$ cat config.mk
export PLATFORM = sky130hd
export DESIGN_NAME = uart_rx_framed
export DESIGN_NICKNAME = d
export VERILOG_FILES = /design/src/rtl/uart_rx_framed.sv
export SDC_FILE = /design/constraint.sdc
export NUM_CORES = 1
export LEC_CHECK = 0
export ABC_AREA = 1
export BUFFER_PORTS_ARGS = -buffer_cell sky130_fd_sc_hd__buf_2
export CORE_ASPECT_RATIO = 1.4
export CORE_MARGIN = 2
export CORE_UTILIZATION = 40
export DETAILED_ROUTE_END_ITERATION = 12
export GPL_ROUTABILITY_DRIVEN = 0
export MAX_ROUTING_LAYER = met4
export PLACE_DENSITY = 0.62
export SYNTH_ARGS = -nofsm -noshare
export SYNTH_HDL_FRONTEND = slang
export SYNTH_SLANG_ARGS = --single-unit
$ cat constraint.sdc
create_clock -name clk -period 2.91 [get_ports clk]
set_input_delay 0.1455 -clock clk [delete_from_list [all_inputs] [get_ports clk]]
set_output_delay 0.1455 -clock clk [all_outputs]
set_load 0.02 [all_outputs]
$ cat src/rtl/uart_rx_framed.sv
// uart_rx_framed: parametrised UART receiver with parity/framing checks and a valid/ready output register
module uart_rx_framed #(
  parameter int CLK_FREQ   = 100_000_000,
  parameter int BAUD       = 9600,
  parameter int OVERSAMPLE = 16,
  parameter int DATA_BITS  = 8,
  parameter int PARITY     = 0,
  parameter int STOP_BITS  = 1
) (
  input  logic                 clk,
  input  logic                 rst,
  input  logic                 rx,
  output logic [DATA_BITS-1:0] m_data,
  output logic                 m_parity_err,
  output logic                 m_frame_err,
  output logic                 m_valid,
  input  logic                 m_ready,
  output logic                 overrun
);
  localparam int DIV = CLK_FREQ / (BAUD * OVERSAMPLE);
  localparam int DW = $clog2(DIV);
  localparam int TW = $clog2(OVERSAMPLE);
  localparam logic [DW-1:0] DIV_MAX = DW'(DIV - 1);
  localparam logic [TW-1:0] T_HALF = TW'(OVERSAMPLE / 2 - 1);
  localparam logic [TW-1:0] T_FULL = TW'(OVERSAMPLE - 1);
  localparam logic [3:0] B_DATA = 4'(DATA_BITS - 1);
  localparam logic [3:0] B_STOP = 4'(STOP_BITS - 1);
  typedef enum logic [2:0] {S_IDLE, S_START, S_DATA, S_PAR, S_STOP} state_t;
  state_t r_state, w_state_n;
  logic [1:0] r_sync;
  logic [DW-1:0] r_div;
  logic [TW-1:0] r_tick_cnt, w_tick_n;
  logic [3:0] r_bit_cnt, w_bit_n;
  logic [DATA_BITS-1:0] r_shift, w_shift_n;
  logic r_perr, w_perr_n, r_ferr, w_ferr_n, w_done;
  logic w_rx_s, w_tick, w_mid;
  assign w_rx_s = r_sync[1];
  assign w_tick = r_div == DIV_MAX;
  assign w_mid = w_tick && r_tick_cnt == (r_state == S_START ? T_HALF : T_FULL);
  // two-flop synchroniser on the asynchronous line, idling high
  always_ff @(posedge clk)
    r_sync <= rst ? 2'b11 : {r_sync[0], rx};
  // free-running oversample tick divider; never restarted by line activity
  always_ff @(posedge clk)
    r_div <= (rst || w_tick) ? '0 : r_div + 1'b1;
  // frame state and datapath registers
  always_ff @(posedge clk) begin
    if (rst) begin
      r_state    <= S_IDLE;
      r_tick_cnt <= '0;
      r_bit_cnt  <= '0;
      r_shift    <= '0;
      r_perr     <= 1'b0;
      r_ferr     <= 1'b0;
    end else begin
      r_state    <= w_state_n;
      r_tick_cnt <= w_tick_n;
      r_bit_cnt  <= w_bit_n;
      r_shift    <= w_shift_n;
      r_perr     <= w_perr_n;
      r_ferr     <= w_ferr_n;
    end
  end
  // next-state: mid-bit sampling, shift-in, error accumulation and frame completion
  always_comb begin
    w_state_n = r_state;
    w_tick_n  = (w_tick && r_state != S_IDLE) ? r_tick_cnt + 1'b1 : r_tick_cnt;
    w_bit_n   = r_bit_cnt;
    w_shift_n = r_shift;
    w_perr_n  = r_perr;
    w_ferr_n  = r_ferr;
    w_done    = 1'b0;
    case (r_state)
      S_IDLE: if (!w_rx_s) begin
        w_state_n = S_START;
        w_tick_n  = '0;
      end
      S_START: if (w_mid) begin
        w_state_n = w_rx_s ? S_IDLE : S_DATA;
        w_tick_n  = '0;
        w_bit_n   = '0;
        w_perr_n  = 1'b0;
        w_ferr_n  = 1'b0;
      end
      S_DATA: if (w_mid) begin
        w_shift_n = {w_rx_s, r_shift[DATA_BITS-1:1]};
        w_tick_n  = '0;
        w_bit_n   = r_bit_cnt == B_DATA ? 4'd0 : r_bit_cnt + 1'b1;
        w_state_n = r_bit_cnt != B_DATA ? S_DATA : (PARITY != 0 ? S_PAR : S_STOP);
      end
      S_PAR: if (w_mid) begin
        w_perr_n  = (^r_shift ^ w_rx_s) != (PARITY == 1);
        w_tick_n  = '0;
        w_state_n = S_STOP;
      end
      S_STOP: if (w_mid) begin
        w_ferr_n  = r_ferr | !w_rx_s;
        w_tick_n  = '0;
        w_bit_n   = r_bit_cnt + 1'b1;
        w_done    = r_bit_cnt == B_STOP;
        w_state_n = r_bit_cnt == B_STOP ? S_IDLE : S_STOP;
      end
      default: w_state_n = S_IDLE;
    endcase
  end
  // one-entry output register: load on completion when free, drop and flag overrun when full
  always_ff @(posedge clk) begin
    if (rst) begin
      m_data       <= '0;
      m_parity_err <= 1'b0;
      m_frame_err  <= 1'b0;
      m_valid      <= 1'b0;
      overrun      <= 1'b0;
    end else begin
      overrun <= w_done && m_valid && !m_ready;
      if (w_done && (!m_valid || m_ready)) begin
        m_data       <= r_shift;
        m_parity_err <= r_perr;
        m_frame_err  <= w_ferr_n;
        m_valid      <= 1'b1;
      end else if (m_valid && m_ready) begin
        m_valid <= 1'b0;
      end
    end
  end
endmodule

After elaboration in Yosys (flattened, before gate mapping)
Cells that the tools add are included.
Widths: inputs -> output; s select.
{"block": "op_classes", "add_sub_neg": 3, "n_eq_ne": 13, "mux": 29, "n_bitwise": 2, "n_reduce_logical": 23}
{"operator": "$mux 4", "n": 8}
{"operator": "$mux 3", "n": 7}
{"operator": "$pmux 3 s5", "n": 1}
{"operator": "$pmux 4 s3", "n": 1}
{"operator": "$add 10x1->10 const B", "n": 1}
{"operator": "$eq 10x10->1 const B", "n": 1}
{"operator": "$ne 2x2->1 const B", "n": 5}
{"operator": "$add 4x1->4 const B", "n": 2}
{"operator": "$mux 1", "n": 8}
{"operator": "$pmux 4 s2", "n": 1}
{"operator": "$reduce_xor 8->1", "n": 1}
{"operator": "$eq 3x2->1 const B", "n": 2}
{"operator": "$logic_and 1x1->1", "n": 6}
{"operator": "$reduce_bool 3->1", "n": 2}
{"operator": "$reduce_and 5->1", "n": 1}
{"operator": "$eq 4x3->1 const B", "n": 1}
{"operator": "$eq 4x4->1", "n": 1}
{"operator": "$logic_not 4->1", "n": 1}
{"operator": "$ne 4x3->1 const B", "n": 1}
{"operator": "$pmux 1 s2", "n": 2}
{"operator": "$reduce_and 4->1", "n": 1}
{"operator": "$reduce_bool 2->1", "n": 2}
{"operator": "$reduce_or 4->1", "n": 1}
{"operator": "$eq 3x1->1 const B", "n": 1}
{"operator": "other kinds (9)", "n": 12}
{"block": "totals", "ff_bits": 45, "in_bits": 4, "output_inout_bits": 12, "elab_cells": 83}

Depth between registers and ports, before layout
Gate-level depths: netlist of the first run.
{"block": "depth", "ltp_word": 8, "depth_mapped": 13, "mapped_depth_nobuf": 13}

Worst setup path before layout of the first run
OpenSTA, ideal clock, no wires.
{"block": "synth_timing", "kind": "register to register", "startpoint": "reg r_div[0]", "endpoint": "reg r_shift[6]", "setup_time_ns": 0.119, "t_arrival_ns": 1.466, "t_required_ns": 2.791, "path_slack_ns": 1.325, "path_stages_with_launch": 13, "n_path_buf": 1, "period_less_slack_ns": 1.585, "path_cell_list": "dfxtp_1 inv_1 ha_1 nand2_1 inv_1 nand3_1 nor2_4 inv_2 nor2_8 nand2_2 buf_2 o21ai_0 a21oi_1"}
{"block": "synth_via", "elab_chain_len": 3}
{"element": "start, declared", "line_no": "31", "text": "logic [DW-1:0] r_div;"}
{"element": "start signal, assigned", "line_no": "45", "text": "r_div <= (rst || w_tick) ? '0 : r_div + 1'b1;"}
{"element": "$eq 10x10->1", "line_no": "38", "text": "assign w_tick = r_div == DIV_MAX;"}
{"element": "$logic_and 1x1->1", "line_no": "39", "text": "assign w_mid = w_tick && r_tick_cnt == (r_state == S_START ? T_HALF : T_FULL);"}
{"element": "$reduce_and 2->1 (no source line)"}
{"element": "end signal, assigned", "line_no": "59", "text": "r_shift <= w_shift_n;"}
{"element": "end, declared", "line_no": "34", "text": "logic [DATA_BITS-1:0] r_shift, w_shift_n;"}
No other way between the ends.
A chain may end at the register's enable or synchronous reset.

Final worst setup path of the first run
{"block": "layout_timing", "startpoint": "reg r_div[0]", "endpoint": "reg m_data[1]"}
{"block": "layout_via", "elab_chain_len": 5}
{"element": "$eq 10x10->1", "line_no": "38"}
{"element": "$logic_and 1x1->1", "line_no": "39"}
{"element": "$mux 1", "line_no": "96", "text": "S_STOP: if (w_mid) begin"}
{"element": "$mux 1", "line_no": "73", "text": "case (r_state)"}
{"element": "$logic_and 1x1->1", "line_no": "116", "text": "if (w_done && (!m_valid || m_ready)) begin"}
{"element": "end signal, assigned", "line_no": "117", "text": "m_data <= r_shift;"}
{"element": "end, declared", "line_no": "13", "text": "output logic [DATA_BITS-1:0] m_data,"}
No other way between the ends.

==> results.yml, run 1 <==
outcome:
  outcome: "completed"
synthesis:
  synthTopCellsByCount: "nand2_1, inv_1, dfxtp_1"
  synth_nets: 325
  ys.flop_type: "dfxtp_1"
  yosysWarnings: 0
  netlist.top_cell.by_area: "dfxtp_1"
  synth_cells: 316
  synth-edff-count: 0
  synth_async_sr_flop_share_pct: 0
  yosysSeqAreaShare_pct: 41.3
  yosysTopAreaCellShare_pct: 41.3
  synth-seq-cells: 45
  syn_area_sq_um: 2180
  syn_area_per_cell_sq_um: 6.91
  synth.top_cells.by_area: "dfxtp_1, nand2_1, inv_1"
  synth_cell_type_count: 29
  synth.most_common_cell: "nand2_1"
power:
  leakagePower_nw: 1.10
  power_density_nw_per_um2: 463
  power_mw: 1.12
  ir_worst_vdd_mv: 0.371
cells_and_area:
  design_area_sq_um: 2410
  area_growth_pct: 10.4
  final_cells: 401
  diodes: 0
  drive_above_1_share_pct: 11.3
  num-fill-cells: 541
  nets: 343
global_routing:
  grt.overflow.total: 0
  grtUsageTotal_pct: 15.1
  grt_max_degree: 24
  grt_antenna_before_repair: 0
  grt_pass1_wl_um: 7070
  grt_pass1_vias: 1726
timing:
  fmax_mhz: 556
  finalMaxSlewViolations: 0
  tns_ps: 0
  fin_crit_sh_pct: 61.8
  setup_violations: 0
  tightest_slew_ps: 331
  hold_viol_final: 0
  fin_crit_ps: 1800
  finalWorstSetupSlack_ps: 1110
  relSlewSlack_pct: 77.9
  rsz0062_at_grt: "no"
  skew_ps: 9.22
clocking:
  cts_resized: 0
  cts_setup_buffers: 0
  clock_sinks: 45
  tritoncts: "built"
  clkLatencyLatePin_ps: 300
  ctsRootBufferMaster: "clkbuf_8"
  path_clk_slew_ps: 90
  cts_hold_buffers: 0
  clock_path_buffers: 2
  numCtsBuffers: 5
  htreeDepth: 2
routing:
  dr.first_iter.drc_count: 98
  drt-total-wl_um: 4030
  vias_per_cell: 4.58
  vias: 1838
  routedWlPerCell_um: 10.0
  first_pass_iters: 4
  drcViolationCount: 0
  postRouteAntennaNets: 0
setup_path:
  startpoint_type: "flip-flop"
  r2r-end: "m_data[1]"
  critPathCaptureType: "flip-flop"
  regToRegStartpoint: "r_div[0]"
  cp_max_fo: 12
  reg2reg_depth: 11
  reg2reg_slack_ps: 1110
  cp.arrival_ps: 1990
  cp.required_ps: 3110
  critPathKind: "flip-flop to flip-flop"
placed_design:
  dp_hpwl_um: 3020
  dpl.cell_count: 393
  place_area_sq_um: 2320
  io_buffers: 15
  preCtsSetupSlack_ps: 1090
min_path:
  hold_depth: 2
  worstHoldStart: "rx"
  min_path_type: "input port to flip-flop"
  holdPathEnd: "r_sync[0]"
floorplanning:
  start_util_pct: 41.7
  placementRows: 31
  die_h_um: 91.4
  core-area_sq_um: 5240
  fp.dieW_um: 66.4
  io_pins: 16
  die_area_sq_um: 6070
flow_run:
  drv_cap: 0
state kept, by name, indices dropped and copies added, names as in the netlist:
register      cells
m_parity_err      1
r_tick_cnt        4
m_valid           1
r_sync            2
r_state           3
overrun           1
r_bit_cnt         4
r_perr            1
m_data            8
m_frame_err       1
r_div            10
r_ferr            1
r_shift           8
placed cells by master (no fill, tap or decap), drive strengths merged, types with 2 or more instances in the layout:
master	n
or2	2
dfxtp	45
a21oi	31
nand2	75
o21ai	19
nand2b	2
clkbuf	5
ha	5
nor2	33
clkinv	2
xnor2	3
nor3b	2
nor3	4
o21a	2
nand3	20
inv	61
buf	16
nand4	4
area by class of cell:
class | instances | area [sq um] | area share (%)
Clock inverter | 3 | 21.3 | 0.883
Multi-Input combinational cell | 205 | 1020 | 42.5
Clock buffer | 5 | 68.8 | 2.86
Timing Repair Buffer | 16 | 82.6 | 3.43
Inverter | 61 | 229 | 9.50
Tap cell | 66 | 82.6 | 3.43
Sequential cell | 45 | 901 | 37.4
worst max-delay path, stage by stage, from the launching register on:
cell and delay (ps):
dfxtp_1 360, inv_1 70, ha_1 130, nand2_1 50
inv_1 50, nand3_1 100, nor2_4 140, inv_2 80
nor2_8 170, nand3_2 220, clkinv_1 230, a21oi_1 100
stage by stage:
step	hold WS, ps	util (%)
6_report	27.3	46.0
5_1_grt	13.9	46.0
4_1_cts	13.9	46.0
3_5_place_dp	331	44.3
3_3_place_gp	340	44.3
2_1_floorplan	249	-
power by group:
| part | switching, mW | leakage, nW | internal (mW) | total, mW |
|---|---|---|---|---|
| clock network | 0.228 | 0.0445 | 0.171 | 0.399 |
| registers | 0.00730 | 0.364 | 0.623 | 0.631 |
| logic | 0.0607 | 0.692 | 0.0252 | 0.0859 |
routing by layer:
metal	track usage, %	part of all wire [%]	vias up
li1	-	-	1018
met1	16.7	47	794
met2	25.8	49	20
met3	3.35	2.5	6
met4	5.78	1.5	0
met5	-	0	-
kinds of logic (layout without fill, tap and decap cells):
family                   after synthesis  in the layout  synth area share, %
AO/OA/AOI/OAI                         54             54                 12.8
XOR/XNOR                               4              4                 1.60
adder cells (fa/ha/maj)                5              5                 2.87
buffers and inverters                 66             85                 11.8
flip-flops                            45             45                 41.3
AND/OR/NAND/NOR                      142            142                 29.6
worst max-delay path by stage:
stage | depth (start not counted) | slack, ps | to | startpoint
finish | 11 | 1110 | m_data[1] | r_div[0]
global route | 11 | 890 | m_data[6] | r_div[0]
CTS | 11 | 1080 | m_data[1] | r_div[0]
detailed placement | 11 | 1090 | m_data[1] | r_div[0]
global placement | 11 | 1130 | m_data[4] | r_div[0]
floorplan | 12 | 1330 | r_shift[6] | r_div[0]
Note: power is estimated with default switching activity, not from simulation.
==> run 2, diff against run 1 <==
==> constraint.sdc (replaced) <==
create_clock -name clk -period 1.75 [get_ports clk]
set_input_delay 0.0875 -clock clk [delete_from_list [all_inputs] [get_ports clk]]
set_output_delay 0.0875 -clock clk [all_outputs]
set_load 0.02 [all_outputs]
==> run 2 against run 1 <==
Combinational power up 84%. Total power up 67%. Final area up 4.3%. Global-route usage down 0.27 points. Sequential power up 66%. Routed wire length up 3.8%. Critical path depth down 3. Count of clock-buffer cells in the layout unchanged. Maximum frequency up 13%. Largest cell class unchanged. Worst hold slack better by 26 ps. Sequential share of layout area down 1.5 points.
==> results.yml, run 2 (synthesized netlist as in run 1, its figures left out) <==
outcome:
  outcome: "completed"
clocking:
  path_clk_slew_ps: 100
  ctsRootBufferMaster: "clkbuf_8"
  htreeDepth: 2
  clock_sinks: 45
  cts_setup_buffers: 0
  numCtsBuffers: 5
  clkLatencyLatePin_ps: 300
  tritoncts: "built"
  clock_path_buffers: 2
floorplanning:
  io_pins: 16
  placementRows: 31
  fp.dieW_um: 66.4
  start_util_pct: 41.7
  die_area_sq_um: 6070
  die_h_um: 91.4
  core-area_sq_um: 5240
routing:
  vias: 1896
  dr.first_iter.drc_count: 103
  drt-total-wl_um: 4180
  postRouteAntennaNets: 0
  vias_per_cell: 4.62
  drcViolationCount: 0
  first_pass_iters: 4
  routedWlPerCell_um: 10.2
timing:
  relSlewSlack_pct: 76.6
  tightest_slew_ps: 350
  setup_violations: 0
  fmax_mhz: 628
  fin_crit_ps: 1590
  rsz0062_at_grt: "no"
  fin_crit_sh_pct: 90.9
  finalMaxSlewViolations: 0
  holdWs_ps: 53.3
  tns_ps: 0
  skew_ps: 13.5
  hold_viol_final: 0
  finalWorstSetupSlack_ps: 159
cells_and_area:
  final_cell_mix: "nand2_1, inv_1, dfxtp_1"
  regMostFlops: "r_div"
  diodes: 0
  final_common_cell: "nand2_1"
  area_growth_pct: 15.1
  final_cells: 410
  finish.utilization_pct: 48.0
  top_regs: "r_div: 10 flops, m_data: 8 flops, r_shift: 8 flops"
  drive_above_1_share_pct: 14.5
  largest_register_ffs: 10
  nets: 352
  design_area_sq_um: 2510
power:
  power_density_nw_per_um2: 741
  leakagePower_nw: 1.17
  power_mw: 1.86
  ir_worst_vdd_mv: 0.324
placed_design:
  place_area_sq_um: 2370
  preCtsSetupSlack_ps: 72.5
  dp_hpwl_um: 3120
  io_buffers: 15
  dpl.cell_count: 400
setup_path:
  critical_path.slowest_cell: "dfxtp_1"
  critPathCaptureType: "flip-flop"
  critPathKind: "flip-flop to flip-flop"
  startpoint_type: "flip-flop"
  cp_max_fo: 13
  max_stage_delay_ps: 360
  cp.arrival_ps: 1790
  cp.required_ps: 1950
  cp_cell_sequence: "ha_1, nand2_1, inv_1, nand3_2, nor2_8, nand3_4, clkinvlp_2, a21oi_1"
global_routing:
  grt.overflow.total: 0
  grtUsageTotal_pct: 14.8
  grt_pass1_vias: 1685
  grt_antenna_before_repair: 0
  grt_max_degree: 20
  grt_pass1_wl_um: 7060
min_path:
  min_path_type: "input port to flip-flop"
flow_run:
  drv_cap: 0
==> run 2: worst max-delay path: cells and delay by family (launching register included) <==
family / cells / cell delay [ps]
buffers and inverters: 2 / 290
adder cells (fa/ha/maj): 1 / 180
AND/OR/NAND/NOR: 4 / 580
AO/OA/AOI/OAI: 1 / 80
flip-flops: 1 / 360
==> run 2: what timing repair did <==
action,in CTS,in global routing
setup endpoints to repair,0,21
hold endpoints to repair,1,0
gates resized for setup,0,10
hold buffers,1,0
==> run 2: path summary, 6_finish.rpt <==
| check | slack [ps] | cells past startpoint | to | from |
|---|---|---|---|---|
| setup / recovery | 160 | 8 | m_data[7] | r_tick_cnt[1] |
| hold / removal | 50 | 4 | overrun | m_ready |
| setup reg to reg | 160 | 8 | m_data[7] | r_tick_cnt[1] |
| hold reg to reg | 420 | 1 | r_sync[1] | r_sync[0] |
==> run 2: area by class of cell <==
cell class	count	area [sq um]
Clock buffer	5	68.8
Clock inverter	3	21.3
Fill cell	519	2720
Inverter	61	233
Multi-Input combinational cell	205	1050
Sequential cell	45	901
Tap cell	66	82.6
Timing Repair Buffer	24	149
Timing Repair inverter	1	5.00
==> run 2: power breakdown <==
group / switching, mW / internal (mW) / leakage (nW)
Sequential: 0.0102 / 1.04 / 0.364
Clock: 0.375 / 0.284 / 0.0445
Combinational: 0.109 / 0.0483 / 0.761
Total: 0.494 / 1.37 / 1.17
==> run 2: routing by layer <==
layer	GRT usage (%)	part of all wire, %
met3	2.97	2.6
met5	-	0
met2	24.7	50
met1	17.5	47
met4	5.10	1.2
